--- config.mk ---
export PLATFORM = sky130hd
export DESIGN_NAME = excess3_word_collector
export DESIGN_NICKNAME = d
export VERILOG_FILES = /design/src/rtl/excess3_word_collector_pkg.sv /design/src/rtl/excess3_decode.sv /design/src/rtl/excess3_word_collector.sv
export SDC_FILE = /design/constraint.sdc
export NUM_CORES = 1
export LEC_CHECK = 0
export BUFFER_PORTS_ARGS = -buffer_cell sky130_fd_sc_hd__buf_2
export CAP_MARGIN = 20
export CORE_MARGIN = 3
export CORE_UTILIZATION = 32
export CTS_CLUSTER_DIAMETER = 120
export DETAILED_ROUTE_END_ITERATION = 10
export GPL_TIMING_DRIVEN = 0
export PLACE_DENSITY = 0.56
export RECOVER_POWER = 25
export SYNTH_ARGS = -nofsm -noshare
export SYNTH_HDL_FRONTEND = slang
export SYNTH_SLANG_ARGS = --single-unit
--- constraint.sdc ---
create_clock -name clk -period 3.9 [get_ports clk]
set_input_delay 0.39 -clock clk [delete_from_list [all_inputs] [get_ports clk]]
set_output_delay 0.39 -clock clk [all_outputs]
set_load 0.1 [all_outputs]
--- src/rtl/excess3_word_collector_pkg.sv ---
// Shared constants, FSM state encoding and code-validity helper for the
// excess-3 word collector and any other excess-3 consumer.
package excess3_word_collector_pkg;

    localparam logic [3:0] EX3_OFFSET = 4'd3;
    localparam logic [3:0] EX3_MIN    = 4'd3;
    localparam logic [3:0] EX3_MAX    = 4'd12;

    typedef enum logic {
        IDLE    = 1'b0,
        COLLECT = 1'b1
    } state_e;

    // A code is a legal decimal digit only inside the 3..12 window.
    function automatic logic ex3_is_valid(input logic [3:0] code);
        return (code >= EX3_MIN) && (code <= EX3_MAX);
    endfunction

endpackage

--- src/rtl/excess3_decode.sv ---
// Combinational excess-3 decoder: strobe on any non-zero code, range check,
// and the mod-16 digit value (meaningful only when valid_o is high).
module excess3_decode
    import excess3_word_collector_pkg::*;
(
    input  logic [3:0] z_i,
    output logic       strobe_o,
    output logic       valid_o,
    output logic [3:0] d_o
);

    assign strobe_o = (z_i != 4'd0);
    assign valid_o  = strobe_o && ex3_is_valid(z_i);
    assign d_o      = z_i - EX3_OFFSET;

endmodule

--- src/rtl/excess3_word_collector.sv ---
// Assembles NDIGITS excess-3 codes into one packed BCD word, flagging bad
// codes and partial words that stall for TIMEOUT cycles.
module excess3_word_collector
    import excess3_word_collector_pkg::*;
#(
    parameter int NDIGITS = 4,
    parameter int TIMEOUT = 64
) (
    input  logic                             clk,
    input  logic                             rst,
    input  logic [3:0]                       z,
    output logic [4*NDIGITS-1:0]             bcd_out,
    output logic                             word_valid,
    output logic                             digit_err,
    output logic                             timeout_err,
    output logic [$clog2(NDIGITS+1)-1:0]     digit_cnt
);

    localparam int WW = 4 * NDIGITS;
    localparam int CW = $clog2(NDIGITS + 1);
    localparam int TW = $clog2(TIMEOUT);
    localparam logic [CW-1:0] CNT_FULL   = CW'(NDIGITS);
    localparam logic [TW-1:0] TIMER_LAST = TW'(TIMEOUT - 1);

    state_e          state_q, state_d;
    logic [WW-1:0]   shift_q, shift_d;
    logic [WW-1:0]   bcd_q, bcd_d;
    logic [CW-1:0]   cnt_q, cnt_d;
    logic [TW-1:0]   timer_q, timer_d;
    logic            wv_q, wv_d;
    logic            de_q, de_d;
    logic            to_q, to_d;

    logic            dec_strobe;
    logic            dec_valid;
    logic [3:0]      dec_d;
    logic [CW-1:0]   cnt_inc;
    logic [WW-1:0]   shift_in;

    excess3_decode u_decode (
        .z_i      (z),
        .strobe_o (dec_strobe),
        .valid_o  (dec_valid),
        .d_o      (dec_d)
    );

    assign cnt_inc  = cnt_q + CW'(1);
    assign shift_in = {shift_q[WW-5:0], dec_d};

    // Next-state logic: digit accumulation, error detection and inactivity timer.
    always_comb begin
        state_d = state_q;
        shift_d = shift_q;
        bcd_d   = bcd_q;
        cnt_d   = cnt_q;
        timer_d = timer_q;
        wv_d    = 1'b0;
        de_d    = 1'b0;
        to_d    = 1'b0;
        case (state_q)
            IDLE: begin
                timer_d = '0;
                if (dec_strobe && dec_valid) begin
                    shift_d = {{(WW-4){1'b0}}, dec_d};
                    cnt_d   = CW'(1);
                    state_d = COLLECT;
                end else if (dec_strobe) begin
                    de_d = 1'b1;
                end else begin
                    state_d = IDLE;
                end
            end
            COLLECT: begin
                // A code arriving on the expiry cycle wins over the timeout.
                if (dec_strobe && dec_valid) begin
                    timer_d = '0;
                    if (cnt_inc == CNT_FULL) begin
                        bcd_d   = shift_in;
                        wv_d    = 1'b1;
                        shift_d = '0;
                        cnt_d   = '0;
                        state_d = IDLE;
                    end else begin
                        shift_d = shift_in;
                        cnt_d   = cnt_inc;
                    end
                end else if (dec_strobe) begin
                    de_d    = 1'b1;
                    shift_d = '0;
                    cnt_d   = '0;
                    timer_d = '0;
                    state_d = IDLE;
                end else if (timer_q == TIMER_LAST) begin
                    to_d    = 1'b1;
                    shift_d = '0;
                    cnt_d   = '0;
                    timer_d = '0;
                    state_d = IDLE;
                end else begin
                    timer_d = timer_q + TW'(1);
                end
            end
            default: begin
                shift_d = '0;
                cnt_d   = '0;
                timer_d = '0;
                state_d = IDLE;
            end
        endcase
    end

    // State and output registers with asynchronous reset.
    always_ff @(posedge clk or posedge rst) begin
        if (rst) begin
            state_q <= IDLE;
            shift_q <= '0;
            bcd_q   <= '0;
            cnt_q   <= '0;
            timer_q <= '0;
            wv_q    <= 1'b0;
            de_q    <= 1'b0;
            to_q    <= 1'b0;
        end else begin
            state_q <= state_d;
            shift_q <= shift_d;
            bcd_q   <= bcd_d;
            cnt_q   <= cnt_d;
            timer_q <= timer_d;
            wv_q    <= wv_d;
            de_q    <= de_d;
            to_q    <= to_d;
        end
    end

    assign bcd_out     = bcd_q;
    assign word_valid  = wv_q;
    assign digit_err   = de_q;
    assign timeout_err = to_q;
    assign digit_cnt   = cnt_q;

endmodule
==> metrics.sh <==
SYNTH_ADDER_AREA_SHARE=0.0350
TIGHTESTPINTRANSITION_PS=1520
SYN-INSTANCE-COUNT=132
AREA_GROWTH_PCT=18.8
FINAL_LAYOUT_SIZE_SUFFIX_GT1_FRAC=0.335
MAIN_COMBINATIONAL_CELL_FAMILY_BY_AREA_AFTER_SYNTHESIS='multiplexers'
GRT_START_MAX_NET_PINS=42
CLK_LATENCY_PS=280
TIMING.CRITICAL_PATH.TO='bcd_out[1]$_DFFE_PP0P_'
TIMING.FINAL.CRIT_PERIOD_PS=2000
FINALNETCOUNT=177
N_FILL_CELL=521
POST_SYNTH_INSTANCE_AREA_UM2=1790
SYNTH-EDFF-COUNT=0
YOSYS_WARN_COUNT=0
TRITONCTS='yes'
CTS_INSERTED_BUFFERS=5
MUXSHAREOFSYNTHAREA=0.125
PATH_CELLS='ha_1, nand2b_1, a21boi_4, and3_4, buf_6, buf_12, mux2_4'
ASYNCSETRESETFLOPFRACSYNTH=1.00
FLOORPLAN.DIE_AREA_UM2=6520
MAX_CLOCK_SKEW_PS=7.91
YOSYS.AREA_SHARE.XOR_XNOR=0.0294
TIMING.CRITICAL_PATH.ARRIVAL_PS=2160
DRV.MAX_CAP_VIOLATION_COUNT=1
STARTING_DENSITY_OF_THE_CORE=0.340
VIAS=1130
AVGROUTEDWIREPERCELL_UM=13.6
VIOLATIONS='capacitance limit, slew limit'
ROOT_BUFFER='sky130_fd_sc_hd__clkbuf_8'
ROWS=26
CTS_HOLD_BUFFERS=0
YOSYSTOPAREACELLSHARE=0.573
SYNTH_AREA_LEADERS='sky130_fd_sc_hd__dfrtp_1 57%, sky130_fd_sc_hd__mux2_4 7.6%, sky130_fd_sc_hd__a22o_1 5.4%, sky130_fd_sc_hd__mux2_2 4.4%, sky130_fd_sc_hd__ha_1 3.5%'
CORE_REGION_AREA_UM2=5270
POWER.IR.VDD_WORST_uV=345
SYNTH.LARGEST_AREA_CELL='sky130_fd_sc_hd__dfrtp_1'
GRT.TOTAL_USAGE=0.113
CRIT_REQUIRED_PS=4060
HPWL_AFTER_DETAILED_PLACEMENT_MM=2.37
MAPPEDNETLISTNETS=143
CRITPATHSLOWESTCELL='sky130_fd_sc_hd__dfrtp_1'
WORSTSETUPENDPOINTTYPE='flop'
POWER-PER-CELL-AREA_nW_PER_UM2=828
WORST_SETUP_HOLD_PATH_CLK_SLEW_PS=80
YOSYS.AREA_SHARE.SIMPLE=0.0832
DRT_PASS1_ITERATIONS=4
CLOCK_PATH_BUFFERS=2
MIN-DELAY-PATH-CLASS='in -> reg'
GRT_PASS1_WL_MM=5.66
OUTCOME='finished, violations left'
GRT.OVERFLOW.TOTAL=0
SEQUENTIAL_AREA_SHARE_AFTER_SYNTHESIS=0.573
FINALPOWER_mW=1.76
FINALSETUPVIOLCOUNT=0
TIMING.SETUP.TNS_PS=0
INITIALDRTVIOLATIONCOUNT=56
PORT-BUFFER-COUNT=27
DRTANTENNAVIOLNETS=0
YOSYS.CELL_TYPES.COUNT=33
TOTAL_COUNT_OF_HOLD_CHECK_FAILURES_IN_THE_FINAL_REPORT=0
CHIPHEIGHT_UM=80.8
CLOCK_SINK_COUNT=41
HTREE_LEVELS=2
TIMING.REG2REG.SETUP_SLACK_PS=1900
TIMING.REG2REG.WORST_PATH_DEPTH=7
SYNTH_COMMON_CELLS='41 x sky130_fd_sc_hd__dfrtp_1, 13 x sky130_fd_sc_hd__nor2_1, 11 x sky130_fd_sc_hd__a22o_1, 9 x sky130_fd_sc_hd__mux2_4, 7 x sky130_fd_sc_hd__mux2_2'
SYNTHMOSTINSTANTIATEDCELL='sky130_fd_sc_hd__dfrtp_1'
CRITICAL_PATH.STARTPOINT='digit_cnt[0]$_DFFE_PP0P_'
SYN_AVG_CELL_AREA_UM2=13.6
CTS.REPAIR_TIMING.SETUP_BUFFER_COUNT=0
WIRELENGTH_MM=3.22
CHIPWIDTH_UM=80.8
GRT_SETUP_UNREPAIRED='false'
N_ANTENNA_CELL=0
CTSRESIZECOUNT=0
TIMING.RR.END='bcd_out[1]$_DFFE_PP0P_'
CRIT_PATH_MAX_FANOUT=10
NUMBER_OF_ANTENNA_VIOLATIONS_AT_THE_FIRST_CHECK_IN_GLOBAL_ROUTING=0
CRITICAL_PATH.REG2REG.STARTPOINT='digit_cnt[0]$_DFFE_PP0P_'
CRITICAL_PATH.MAX_STAGE_DELAY_PS=440
FMAXACHIEVABLE_MHz=500
I_O_PIN_CNT=28
DETAIL_ROUTE.VIAS_PER_CELL=4.77
SYNTH_SEQ_CELLS=41
DRC_VIOLATIONS_LEFT=0
SYNTH_TOP_FLOP_CELL='sky130_fd_sc_hd__dfrtp_1'
POWER.STATIC_LEAKAGE_nW=1.06
CRITPATHLAUNCHTYPE='flop'
PLACE.GP.CONGESTION=0.797
TIMING_MAX_TRANSITION_VIOLATIONS_FINAL=42
MAXSLEWHEADROOM=-0.0135
FINAL_MIN_PERIOD_OVER_CLOCK_PERIOD=0.513
PATH_CLASS='reg -> reg'
VIAS_IN_THE_FIRST_GLOBAL_ROUTE=1202
SYNTH-COMPOUND-AREA-SHARE=0.122
-- through the flow --
step	utilization	instance area, um2	worst slack [ps]	std cells	hold slack, ps
after global placement	0.382	2010	1800	229	448
after global routing	0.403	2130	1730	237	459
final	0.403	2130	1900	237	445
after detailed placement	0.382	2010	1790	229	467
after CTS	0.404	2130	1860	237	305
after floorplan	-	1790	1460	132	433
-- critical path: cells and delay by family (launching register included) --
family	cells	cell delay (ps)
muxes	1	300
buffers and inverters	2	290
AOI/OAI and AO/OA	1	220
adders and majority gates	1	230
and+or+nand+nor	2	400
DFF	1	440
-- sequential cells by signal (all words and copies together), names as in the netlist --
register / count
bcd_out: 16
digit_cnt: 3
digit_err: 1
shift_q: 12
state_q: 1
timeout_err: 1
timer_q: 6
word_valid: 1
-- cells by family after synthesis --
kind of cell / Yosys count
mux: 17
flops: 41
fa+ha+maj: 5
xor+xnor: 6
buf+inv: 8
compound gates: 25
simple gates: 30
-- report_power, final --
group / switching [mW] / internal, mW / total [mW]
registers: 0.0652 / 0.522 / 0.587
clock network: 0.136 / 0.209 / 0.344
logic: 0.657 / 0.171 / 0.828
-- layer usage --
metal,track usage,up-vias,part of all wire
met2,0.190,20,0.50
met5,0,-,0
met1,0.140,573,0.46
li1,-,533,-
met3,0.0333,4,0.036
met4,0.0355,0,0.0081
-- final cells by class --
| class | instances | area [um2] | share of cell area |
|---|---|---|---|
| multi-input combinational | 83 | 703 | 0.331 |
| clock inverter | 1 | 30.0 | 0.0141 |
| buffer | 3 | 38.8 | 0.0182 |
| tap | 70 | 87.6 | 0.0412 |
| inverter | 5 | 18.8 | 0.00883 |
| clock buffer | 7 | 86.3 | 0.0406 |
| sequential | 41 | 1030 | 0.483 |
| timing repair buffer | 27 | 135 | 0.0636 |
-- placed cells by master, fill, tap and decap left out, drive strengths merged --
cell / n
dfrtp: 41
nor2b: 1
mux2i: 1
nor2: 13
a311oi: 1
ha: 5
buf: 30
o21bai: 1
a21boi: 2
or2: 1
inv: 5
nand2: 4
a21oi: 3
xnor2: 3
a32o: 1
and3: 2
mux2: 16
nand2b: 4
clkbuf: 7
bufinv: 1
xor2: 3
o211ai: 1
nand3: 4
nand3b: 1
a211oi: 1
o221ai: 1
o21a: 2
a21o: 1
a22o: 11
-- how the worst min path moves through the flow --
stage / end / start / cells after the start / slack [ps]
global placement: timer_q[0]$_DFF_PP0_ / timer_q[0]$_DFF_PP0_ / 1 / 450
global route: digit_err$_DFF_PP0_ / z[3] / 3 / 460
CTS: digit_cnt[0]$_DFFE_PP0P_ / rst / 2 / 300
finish: digit_err$_DFF_PP0_ / z[3] / 3 / 440
floorplan: timer_q[0]$_DFF_PP0_ / timer_q[0]$_DFF_PP0_ / 1 / 430
detailed placement: timer_q[0]$_DFF_PP0_ / timer_q[0]$_DFF_PP0_ / 1 / 470
(Power assumes the default switching activity.)
